**config.mk**
```make
export PLATFORM = sky130hd
export DESIGN_NAME = ifu_fetch
export DESIGN_NICKNAME = d
export VERILOG_FILES = /design/src/rtl/ifu_fetch.sv
export SDC_FILE = /design/constraint.sdc
export NUM_CORES = 1
export LEC_CHECK = 0
export CAP_MARGIN = 10
export CORE_ASPECT_RATIO = 0.9
export CORE_MARGIN = 2
export CORE_UTILIZATION = 47
export DETAILED_ROUTE_END_ITERATION = 16
export PLACE_DENSITY = 0.72
export SYNTH_ARGS = -nofsm -noshare
export SYNTH_HDL_FRONTEND = slang
export SYNTH_SLANG_ARGS = --single-unit
export TNS_END_PERCENT = 30
```
**constraint.sdc**
```tcl
create_clock -name clk -period 6 [get_ports clk]
set_input_delay 0.9 -clock clk [delete_from_list [all_inputs] [get_ports clk]]
set_output_delay 0.9 -clock clk [all_outputs]
set_load 0.01 [all_outputs]
```
**src/rtl/ifu_fetch.sv**
```systemverilog
// ifu_fetch: RV32I instruction fetch unit.
// Owns the fetch PC and issues word fetches to instruction memory. Fetched
// words go to the decoder through a 2-entry buffer with a valid/ready
// handshake. Redirects from jal/jalr/taken branches flush the buffer and
// discard any fetches still in flight.
//
// Ports:
//   clk, rst                    clock, synchronous active-high reset
//   imem_req_valid/ready/addr   fetch request channel (word aligned address)
//   imem_rsp_valid/data         fetch response channel (in order, no backpressure)
//   instr_valid/instr/instr_pc  buffer head presented to the decoder
//   instr_ready                 decoder consumes the head this cycle
//   redirect_valid/redirect_pc  control-flow change (one-cycle pulse)
//   fetch_misalign              only with IFU_MISALIGN_TRAP_EN: sticky trap flag
//
// Build option IFU_MISALIGN_TRAP_EN: a redirect to a non word-aligned target
// raises fetch_misalign and parks the unit in HALT until reset. Without it the
// target is aligned down to a word boundary.
module ifu_fetch #(
  parameter logic [31:0] RESET_PC = 32'h0000_0000,
  parameter int unsigned PC_STEP  = 4
) (
  input  logic        clk,
  input  logic        rst,
  output logic        imem_req_valid,
  input  logic        imem_req_ready,
  output logic [31:0] imem_req_addr,
  input  logic        imem_rsp_valid,
  input  logic [31:0] imem_rsp_data,
  output logic        instr_valid,
  output logic [31:0] instr,
  output logic [31:0] instr_pc,
  input  logic        instr_ready,
  input  logic        redirect_valid,
  input  logic [31:0] redirect_pc
`ifdef IFU_MISALIGN_TRAP_EN
  ,
  output logic        fetch_misalign
`endif
);

  localparam int unsigned XLEN = 32;
  localparam int unsigned CW   = 2;  // counters hold 0..2

  typedef enum logic [1:0] {
    ST_BOOT = 2'd0,
    ST_RUN  = 2'd1,
    ST_HALT = 2'd2
  } state_t;

  typedef struct packed {
    logic [XLEN-1:0] pc;
    logic [XLEN-1:0] data;
  } fetch_ent_t;

  state_t          state;
  logic [XLEN-1:0] fetch_pc;
  logic [CW-1:0]   outstanding;
  logic [CW-1:0]   drop_cnt;

  // In-flight PC queue, one slot per possible outstanding request
  logic [XLEN-1:0] ifq_pc [2];
  logic            ifq_wr;
  logic            ifq_rd;

  // Decode buffer: buf0 is the head driven to the decoder
  fetch_ent_t      buf0, buf1;
  logic            buf0_v, buf1_v;
  fetch_ent_t      buf0_n, buf1_n, rsp_ent;
  logic            buf0_v_n, buf1_v_n;

  logic [CW-1:0]   fifo_count;
  logic [CW:0]     credit_used;
  logic [XLEN-1:0] redirect_tgt;
  logic            redirect_take;
  logic            misalign_hit;
  logic            req_fire;
  logic            rsp_live;
  logic            pop;
  logic [CW-1:0]   outstanding_n;
  logic [CW-1:0]   drop_cnt_n;

  assign redirect_tgt = redirect_pc & 32'hFFFF_FFFC;

`ifdef IFU_MISALIGN_TRAP_EN
  // HALT ignores further redirects; only reset leaves it
  assign redirect_take = redirect_valid && (state != ST_HALT);
  assign misalign_hit  = redirect_take && (redirect_pc[1:0] != 2'b00);
`else
  assign redirect_take = redirect_valid;
  assign misalign_hit  = 1'b0;
`endif

  assign fifo_count  = CW'({1'b0, buf0_v}) + CW'({1'b0, buf1_v});
  // Buffer slots already claimed by entries or by live (non-dropped) fetches
  assign credit_used = (CW+1)'(fifo_count) + (CW+1)'(outstanding) - (CW+1)'(drop_cnt);

  assign imem_req_valid = (state == ST_RUN) && !redirect_valid &&
                          (outstanding < CW'(2)) && (credit_used < (CW+1)'(2));
  assign imem_req_addr  = fetch_pc;
  assign req_fire       = imem_req_valid && imem_req_ready;

  assign rsp_live = imem_rsp_valid && (drop_cnt == '0) && !redirect_take;
  assign pop      = buf0_v && instr_ready;

  assign instr_valid = buf0_v;
  assign instr       = buf0.data;
  assign instr_pc    = buf0.pc;

  // Outstanding and drop bookkeeping
  always_comb begin
    outstanding_n = CW'(outstanding + CW'(req_fire) - CW'(imem_rsp_valid));
    drop_cnt_n    = drop_cnt;
    if (redirect_take) begin
      // Everything still in flight after this cycle's response becomes stale
      drop_cnt_n = CW'(outstanding - CW'(imem_rsp_valid));
    end else if (imem_rsp_valid && (drop_cnt != '0)) begin
      drop_cnt_n = CW'(drop_cnt - CW'(1));
    end
  end

  // Buffer next state: flush on redirect, else pop then push
  always_comb begin
    buf0_n       = buf0;
    buf1_n       = buf1;
    buf0_v_n     = buf0_v;
    buf1_v_n     = buf1_v;
    rsp_ent.pc   = ifq_pc[ifq_rd];
    rsp_ent.data = imem_rsp_data;
    if (redirect_take) begin
      buf0_v_n = 1'b0;
      buf1_v_n = 1'b0;
    end else begin
      if (pop) begin
        buf0_n   = buf1;
        buf0_v_n = buf1_v;
        buf1_v_n = 1'b0;
      end
      if (rsp_live) begin
        if (!buf0_v_n) begin
          buf0_n   = rsp_ent;
          buf0_v_n = 1'b1;
        end else begin
          buf1_n   = rsp_ent;
          buf1_v_n = 1'b1;
        end
      end
    end
  end

  // State, PC, counters, in-flight queue and buffer registers
  always_ff @(posedge clk) begin
    if (rst) begin
      state       <= ST_BOOT;
      fetch_pc    <= RESET_PC;
      outstanding <= '0;
      drop_cnt    <= '0;
      ifq_wr      <= 1'b0;
      ifq_rd      <= 1'b0;
      for (int i = 0; i < 2; i++) ifq_pc[i] <= '0;
      buf0        <= '0;
      buf1        <= '0;
      buf0_v      <= 1'b0;
      buf1_v      <= 1'b0;
`ifdef IFU_MISALIGN_TRAP_EN
      fetch_misalign <= 1'b0;
`endif
    end else begin
      case (state)
        ST_BOOT: state <= ST_RUN;
        ST_RUN:  if (misalign_hit) state <= ST_HALT;
        default: state <= state;
      endcase

      if (redirect_take) begin
        fetch_pc <= redirect_tgt;
      end else if (req_fire) begin
        fetch_pc <= fetch_pc + XLEN'(PC_STEP);
      end

      outstanding <= outstanding_n;
      drop_cnt    <= drop_cnt_n;

      if (req_fire) begin
        ifq_pc[ifq_wr] <= fetch_pc;
        ifq_wr         <= ~ifq_wr;
      end
      if (imem_rsp_valid) begin
        ifq_rd <= ~ifq_rd;
      end

      buf0   <= buf0_n;
      buf1   <= buf1_n;
      buf0_v <= buf0_v_n;
      buf1_v <= buf1_v_n;
`ifdef IFU_MISALIGN_TRAP_EN
      if (misalign_hit) fetch_misalign <= 1'b1;
`endif
    end
  end

endmodule

```
# Word-level counts from Yosys, hierarchy flattened
# Memory sizes are Yosys's and may differ from the RTL's. A register that Yosys moved wholly into a read port is not among the register bits.
# Index checks and enable logic that the tools add are counted.
[op_classes] n_lt_le_gt_ge=2 n_mux=23 n_bitwise=3 reduce_logical=17 add_sub_neg=8
[ops] operator="2-to-1 mux 64 bit" count=3
[ops] operator="2-to-1 mux 32 bit" count=3
[ops] operator="adder 32 x 3 -> 32 bit, second input constant" count=1
[ops] operator="OR reduction 32 bit" count=1
[ops] operator="2-to-1 mux 1 bit" count=15
[ops] operator="logical AND 1 bit" count=8
[ops] operator="nonzero test 2 bit" count=3
[ops] operator="zero test 2 bit" count=2
[ops] operator="2-to-1 mux 2 bit" count=2
[ops] operator="subtractor 2 x 1 -> 2 bit" count=2
[ops] operator="adder 2 x 2 -> 3 bit" count=1
[ops] operator="less-than comparator 3 x 2 -> 1 bit, second input constant" count=1
[ops] operator="inverter 1 bit" count=3
[ops] operator="AND reduction 3 bit" count=1
[ops] operator="subtractor 3 x 2 -> 3 bit" count=1
[ops] operator="adder 1 x 1 -> 2 bit" count=1
[ops] operator="adder 2 x 1 -> 2 bit" count=1
[ops] operator="less-than comparator 2 bit, second input constant" count=1
[ops] operator="OR reduction 2 bit" count=1
[ops] operator="subtractor 2 x 1 -> 2 bit, second input constant" count=1
[ops] operator="zero test 1 bit" count=1
[totals] mem_bits_rw=64 output_inout_bits=98 word_cells=67 ff_bits=169 mem_count=1
[mem_list] memory="ifq_pc" depth=2 word_bits=32 rd=1 rd_ports_with_merged_regs=1 write_ports=2 line="62" text="logic [XLEN-1:0] ifq_pc [2];"

# Longest topological paths before layout
# Gate-level depths: netlist (run 1).
[logic_depth] word_depth=11 ltp_mapped=15 mapped_depth_nobuf=15

# Worst setup path before layout (run 1)
# OpenSTA, ideal clock, no wires.
[synth_path] path_type="flip-flop to flip-flop" startpoint="register outstanding[0]" endpoint="memory ifq_pc[1][10], enable pin" arrival_time_ns=4.270 slack_ns=1.271 setup_time_ns=0.459 path_stages_with_launch=11 path_buffers=0 synth_period_minus_slack_ns=4.729 cell_sequence="dfxtp_1 > inv_1 > ha_1 > inv_1 > ha_1 > a21o_1 > fa_1 > and4bb_2 > and2_1 > nand3_1 > o21ai_0"
[synth_lines] element="start: declaration" line="58" text="logic [CW-1:0] outstanding;"
[synth_lines] element="start signal: assignment" line="181" text="outstanding <= outstanding_n;"
[synth_lines] element="end: declaration" line="62"

# Final worst setup path (run 1)
[layout_path] startpoint="register outstanding[0]" endpoint="output imem_req_valid"
[layout_via] elab_chain_len=4 elab_cells_between_ends=6
[layout_lines] element="adder 2 x 2 -> 3 bit" line="96" text="assign credit_used = (CW+1)'(fifo_count) + (CW+1)'(outstanding) - (CW+1)'(drop_cnt);"
[layout_lines] element="subtractor 3 x 2 -> 3 bit" line="96"
[layout_lines] element="less-than comparator 3 x 2 -> 1 bit" line="99" text="(outstanding < CW'(2)) && (credit_used < (CW+1)'(2));"
[layout_lines] element="logical AND 1 bit (*)" line="99"
[layout_lines] element="end: declaration" line="25" text="output logic imem_req_valid,"
# Mark *: on every way between the ends. The rest lies on a longest branch, timed or not.

==> results of run 1 <==
## worst paths after layout
| kind | to | slack, ns | depth (start not counted) |
|---|---|---|---|
| max | imem_req_valid | 1.98 | 10 |
| min | buf1[21]$_SDFFE_PP0P_ | 0.45 | 2 |
| max reg2reg | imem_req_addr[20]$_SDFFE_PP0P_ | 2.21 | 11 |
| min reg2reg | buf1[21]$_SDFFE_PP0P_ | 0.45 | 2 |
## where the power goes
| part | switching, mW | internal [mW] |
|---|---|---|
| Combinational | 0.251 | 0.227 |
| Sequential | 0.0605 | 1.65 |
| Clock | 0.594 | 0.868 |
| Total | 0.905 | 2.74 |
## registers in the layout (all words and copies together) (netlist names), named ones only
register	flops
instr_valid	1
drop_cnt	2
ifq_pc	60
buf1_v	1
ifq_wr	1
outstanding	2
state	1
imem_req_addr	30
buf1	62
instr_pc	32
instr	32
ifq_rd	1
## worst max-delay path: cells and delay by family, from the launching register on
family,cells,cell delay [ns]
XOR/XNOR,1,0.28
AND/OR/NAND/NOR,2,0.27
buffers and inverters,3,0.65
flip-flops,1,0.33
adder cells (fa/ha/maj),3,0.91
AO/OA/AOI/OAI,1,0.16
## layer usage
layer	up-vias	GRT usage (%)	part of all wire, %
met1	3629	32.21	49
li1	3840	-	-
met5	-	0	0
met4	0	4.427	1.5
met3	29	3.426	6.5
met2	267	31.60	43
## per-stage QoR
| stage | power [mW] | cells |
|---|---|---|
| global route | 3.791 | 1409 |
| detailed placement | 2.216 | 1366 |
| global placement | 2.209 | 1366 |
| floorplan | 1.987 | 1014 |
| CTS | 3.673 | 1409 |
| finish | 3.648 | 1409 |
## layout make-up
type                    count  area, µm²  area share [%]
multi-input cells         693       4090           33.74
clock inverters            13      116.4          0.9600
inverters                  14      52.55          0.4335
flip-flops and latches    226       5125           42.28
repair buffers            178       1754           14.47
well taps                 255      319.1           2.632
clock buffers              30      664.4           5.481
## cells in the final DEF (no fill, tap or decap), types with 10 or more instances in the layout
master,count
nor3_1,19
nor2_1,75
dfxtp_1,166
a211oi_1,84
nand3_1,27
xnor2_1,31
a21oi_1,61
a31oi_1,18
clkbuf_16,25
o21ai_0,48
inv_1,13
clkdlybuf4s50_1,162
mux2i_1,30
and2_1,54
nor2b_1,16
a311oi_1,10
buf_4,15
nand2_1,136
edfxtp_1,60
or3_1,13
o31ai_1,14
## cell families (layout without fill, tap and decap cells)
group | after synthesis | count (layout)
compound gates | 242 | 242
xor+xnor | 34 | 34
fa+ha+maj | 9 | 9
buf+inv | 95 | 235
flops | 226 | 226
mux | 30 | 30
other cells | 1 | 2
simple gates | 376 | 376
==> reports/metrics.yaml, run 1 <==
tns_ns: 0
die_area_mm2: 0.02147
worst_slack_ns: 1.983
grt-ovfl-total: 0
setup-violations-final: 0
post_cts_resized: 0
cts_tree: "done"
min_period_ns: 4.017
numCtsBuffers: 25
fmax_mhz: 249.0
powerDensity_mw_per_mm2: 301.0
synthCells: 1013
vias_per_cell: 5.511
antenna_found_initial: 0
critPathLaunch: "outstanding[0]$_SDFF_PP0_"
cts.clk_slew.worst_paths_ns: 0.06
grt_start_max_net_pins: 88
drtPass1Iterations: 6
detail-route-antenna-nets: 0
placed_area_mm2: 0.01134
syn_area_mm2: 0.009548
ir_drop_mv: 0.1945
required_ns: 5.10
clkSinkCount: 226
final-hold-violation-count: 0
coreArea_mm2: 0.01993
rsz0062_at_grt: "no"
top_level_ports: 168
post-route-drc-count: 0
htreeDepth: 1
yosysUniqueCellTypes: 44
synth_commonest_cells: "dfxtp_1, nand2_1, a211oi_1, nor2_1, clkbuf_1"
synth_area_per_cell_um2: 9.425
final_core_util_pct: 60.84
gp_congestion: 0.7778
synth_compound_area_share_pct: 15.99
synth-simple-area-share_pct: 18.91
cpMaxStageDelayCell: "clkdlybuf4s50_1"
tightest_slew_ns: 1.069
synthMuxAreaShare_pct: 3.145
synth_xor_area_share_pct: 3.119
antenna-diode-count: 0
synthTopCellsByArea: "dfxtp_1, edfxtp_1, a211oi_1, nand2_1, and2_1"
yosysSeqAreaShare_pct: 53.68
synth_edf_count: 60
fin_crit_sh_pct: 66.95
p_leak_nw: 4.085
worstSkewPairLatency_ns: 0.51
fillers: 1636
port_buffers: 163
wl_per_cell_um: 16.48
die_w_um: 154.2
area_delta_synth_final_pct: 26.96
yosysWarnings: 0
synthFlopType: "dfxtp_1"
cp.arrival_ns: 3.12
rr_startpoint: "outstanding[0]$_SDFF_PP0_"
yosysMostFrequentCell: "dfxtp_1"
rows: 49
critPathMaxStageDelay_ns: 0.55
synth_fa_ha_area_share_pct: 1.258
fin_skew_ns: 0.01412
synth_top_family_by_area: "simple AND/OR/NAND/NOR gates"
ys_async_sr_fraction_pct: 0
crit_path_start_kind: "register"
routed_wl_um: 23220
grt_pass1_wl_um: 37290
first_global_vias: 7025
min-delay-start: "buf1[21]$_SDFFE_PP0P_"
vias: 7765
ctsHoldBuffers: 0
clockRootBuffer: "clkbuf_16"
cp_max_fo: 4
cts_buffer_depth: 3
first_iter_violations: 648
cts_setup_buffers: 0
hp-class: "register to register"
slew_headroom_pct: 28.35
final_cell_area_mm2: 0.01212
synth_largest_area_cell: "dfxtp_1"
ys_seq_elements: 226
start_util_pct: 47.92
layout-drive-gt1-share_pct: 6.153
timing_worst_setup_path_type: "register to primary output"
crit_path_cell_trace: "inv_1 -> ha_1 -> inv_1 -> ha_1 -> a21o_1 -> fa_1 -> xor2_1 -> nand3_1 -> nor2_1 -> clkdlybuf4s50_1"
maxCapViolCount: 0
die_y_um: 139.2
nets: 1217
status: "finished clean"
hpwl_um: 14970
grt_use_total_pct: 21.11
end_kind: "primary output"
dp_slack_ns: 2.269
final_max_slew_viol_count: 0
synth_top_area_share_pct: 34.81
whs_ns: 0.4502
Note: power is estimated with default switching activity, not from simulation.
==> run 2: changes to the inputs <==
Clock period 6 ns to 4 ns, I/O delays scaled along.
==> run 2 against run 1 <==
Net effect:
- cell count increased by 0.21%
- combinational power increased by 50%
- die area unchanged
- worst hold slack about the same
- register-to-register slack got worse by 1.6 ns
- final area decreased by 0.11%
- largest cell class unchanged
- largest power group unchanged
- highest routed layer unchanged
==> reports/metrics.yaml, run 2 (synthesis results as in run 1) <==
cts_setup_buffers: 0  # unchanged
fin_cells: 1412  # +0.21%
tns_ns: 0  # unchanged
final-hold-violation-count: 0  # unchanged
worstSkewPairLatency_ns: 0.51  # about the same
post-route-drc-count: 0  # unchanged
p_switching_mw: 1.326  # +46%
clkPwrFrac_pct: 38.7  # -1.4 points
fmax_mhz: 271.8
final_max_slew_viol_count: 0  # unchanged
layout-drive-gt1-share_pct: 6.137  # -0.016 points
numCtsBuffers: 24  # -4.0%
post_cts_resized: 0  # unchanged
die_y_um: 139.2  # unchanged
antenna-diode-count: 0  # unchanged
power_switching_share_pct: 24.81  # about the same
rsz0062_at_grt: "no"
crit_path_start_kind: "register"
largest_register_ff_count: 62  # unchanged
top_level_ports: 168  # unchanged
end_kind: "primary output"
cp_max_fo: 4  # unchanged
p_seq_share_pct: 47.9  # +1.1 points
fillers: 1634  # -0.12%
rows: 49  # unchanged
min_period_ns: 3.680
powerDensity_mw_per_mm2: 441.6  # +47%
ctsHoldBuffers: 0  # unchanged
numPlacedInstances: 1370  # +0.29%
ir_drop_mv: 0.2315  # +19%
port_buffers: 163  # unchanged
cts_tree: "done"
cp.arrival_ns: 3.08  # -0.04 ns
fin_skew_ns: 0.009492  # -0.004628 ns
grt_pass1_wl_um: 37120  # -0.48%
area_delta_synth_final_pct: 26.81
start_util_pct: 47.92  # unchanged
dp_slack_ns: 0.5826  # -1.687 ns
final_core_util_pct: 60.77  # -0.069 points
rr_startpoint: "outstanding[0]$_SDFF_PP0_"
r2r_slack_ns: 0.58  # -1.63 ns
final_cell_mix: "dfxtp_1, clkdlybuf4s50_1, nand2_1"
antenna_found_initial: 0  # unchanged
grt_start_max_net_pins: 94  # +6.8%
clkSinkCount: 226  # unchanged
setup-violations-final: 0  # unchanged
routed_wl_um: 22850  # -1.6%
min-delay-start: "buf1[11]$_SDFFE_PP0P_"
fin_crit_sh_pct: 91.99
detail-route-antenna-nets: 0  # unchanged
cts_buffer_depth: 3  # unchanged
hp-class: "register to register"
hold_depth: 2  # unchanged
timing_worst_setup_path_type: "register to primary output"
vias: 7632  # -1.7%
fin_total_pwr_mw: 5.347  # +47%
vias_per_cell: 5.405  # -1.9%
slew_headroom_pct: 36.28  # +7.9 points
reg2reg_depth: 11  # unchanged
status: "finished clean"
whs_endpoint: "buf1[11]$_SDFFE_PP0P_"
p_int_mw: 4.020  # +47%
final_common_cell: "dfxtp_1"
wl_per_cell_um: 16.18  # -1.8%
required_ns: 3.40  # -1.70 ns
gp_congestion: 0.7852  # +0.95%
die_area_mm2: 0.02147  # unchanged
r2r_end: "ifq_pc[1][15]$_SDFFCE_PN0P_"
top_regs: "buf1: 62 flops, ifq_pc: 60 flops"
drtPass1Iterations: 5  # -1
htreeDepth: 1  # unchanged
cts.clk_slew.worst_paths_ns: 0.06  # about the same
clockRootBuffer: "clkbuf_16"
grt_use_total_pct: 20.96  # -0.15 points
largest_register: "buf1"
hpwl_um: 14760  # -1.4%
worst_slack_ns: 0.3204  # -1.663 ns
die_w_um: 154.2  # unchanged
coreArea_mm2: 0.01993  # unchanged
first_global_vias: 7063  # +0.54%
combPwrFrac_pct: 13.4  # +0.3 points
tightest_slew_ns: 0.9557  # -0.1131 ns
placed_area_mm2: 0.01137  # +0.26%
maxCapViolCount: 0  # unchanged
final_cell_area_mm2: 0.01211  # -0.11%
first_iter_violations: 632  # -2.5%
grt-ovfl-total: 0  # unchanged
whs_ns: 0.4503  # +0.0001530 ns
p_leak_nw: 4.089  # about the same
nets: 1220  # +0.25%
## run 2: cell type report
class	instances	area, µm²	share of cell area, %
clock buffer	35	696.9	5.756
clock inverter	7	40.04	0.3307
inverter	14	52.55	0.4340
multi-input combinational	693	4090	33.78
sequential	226	5125	42.33
tap	255	319.1	2.635
timing repair buffer	182	1784	14.74
## run 2: worst max-delay path by stage
stage / start / to / slack [ns]
after floorplan: outstanding[0]$_SDFF_PP0_ / ifq_pc[0][10]$_SDFFCE_PN0P_ / -0.69
after global placement: outstanding[0]$_SDFF_PP0_ / ifq_pc[1][4]$_SDFFCE_PN0P_ / 0.61
after detailed placement: outstanding[0]$_SDFF_PP0_ / ifq_pc[1][12]$_SDFFCE_PN0P_ / 0.58
after CTS: outstanding[0]$_SDFF_PP0_ / imem_req_valid / 0.28
after global routing: outstanding[0]$_SDFF_PP0_ / imem_req_valid / 0.17
final: outstanding[0]$_SDFF_PP0_ / imem_req_valid / 0.32
## run 2: critical path, stage by stage (launching register included)
cell and delay (ns):
dfxtp_1 0.33, inv_1 0.06, ha_1 0.27, inv_1 0.04, ha_1 0.26, a21o_1 0.16
fa_1 0.37, xor2_1 0.28, nand3_1 0.12, nor2_1 0.12, clkdlybuf4s50_1 0.56
## run 2: power by group through the flow
stage          Sequential (mW)  Clock (mW)  Combinational, mW
6_report                  2.56        2.07              0.717
5_1_grt                   2.58        2.22              0.787
4_1_cts                   2.56        2.12              0.722
3_5_place_dp              2.61           0              0.717
3_3_place_gp              2.61           0              0.709
2_1_floorplan             2.62           0              0.357
## run 2: layer usage
metal / up-vias / global-route usage, % / wire length, µm
met4: 0 / 4.575 / 350
met1: 3517 / 31.84 / 11190
met3: 26 / 3.395 / 1416
met5: - / 0 / 0
met2: 241 / 31.51 / 9891
li1: 3848 / - / -
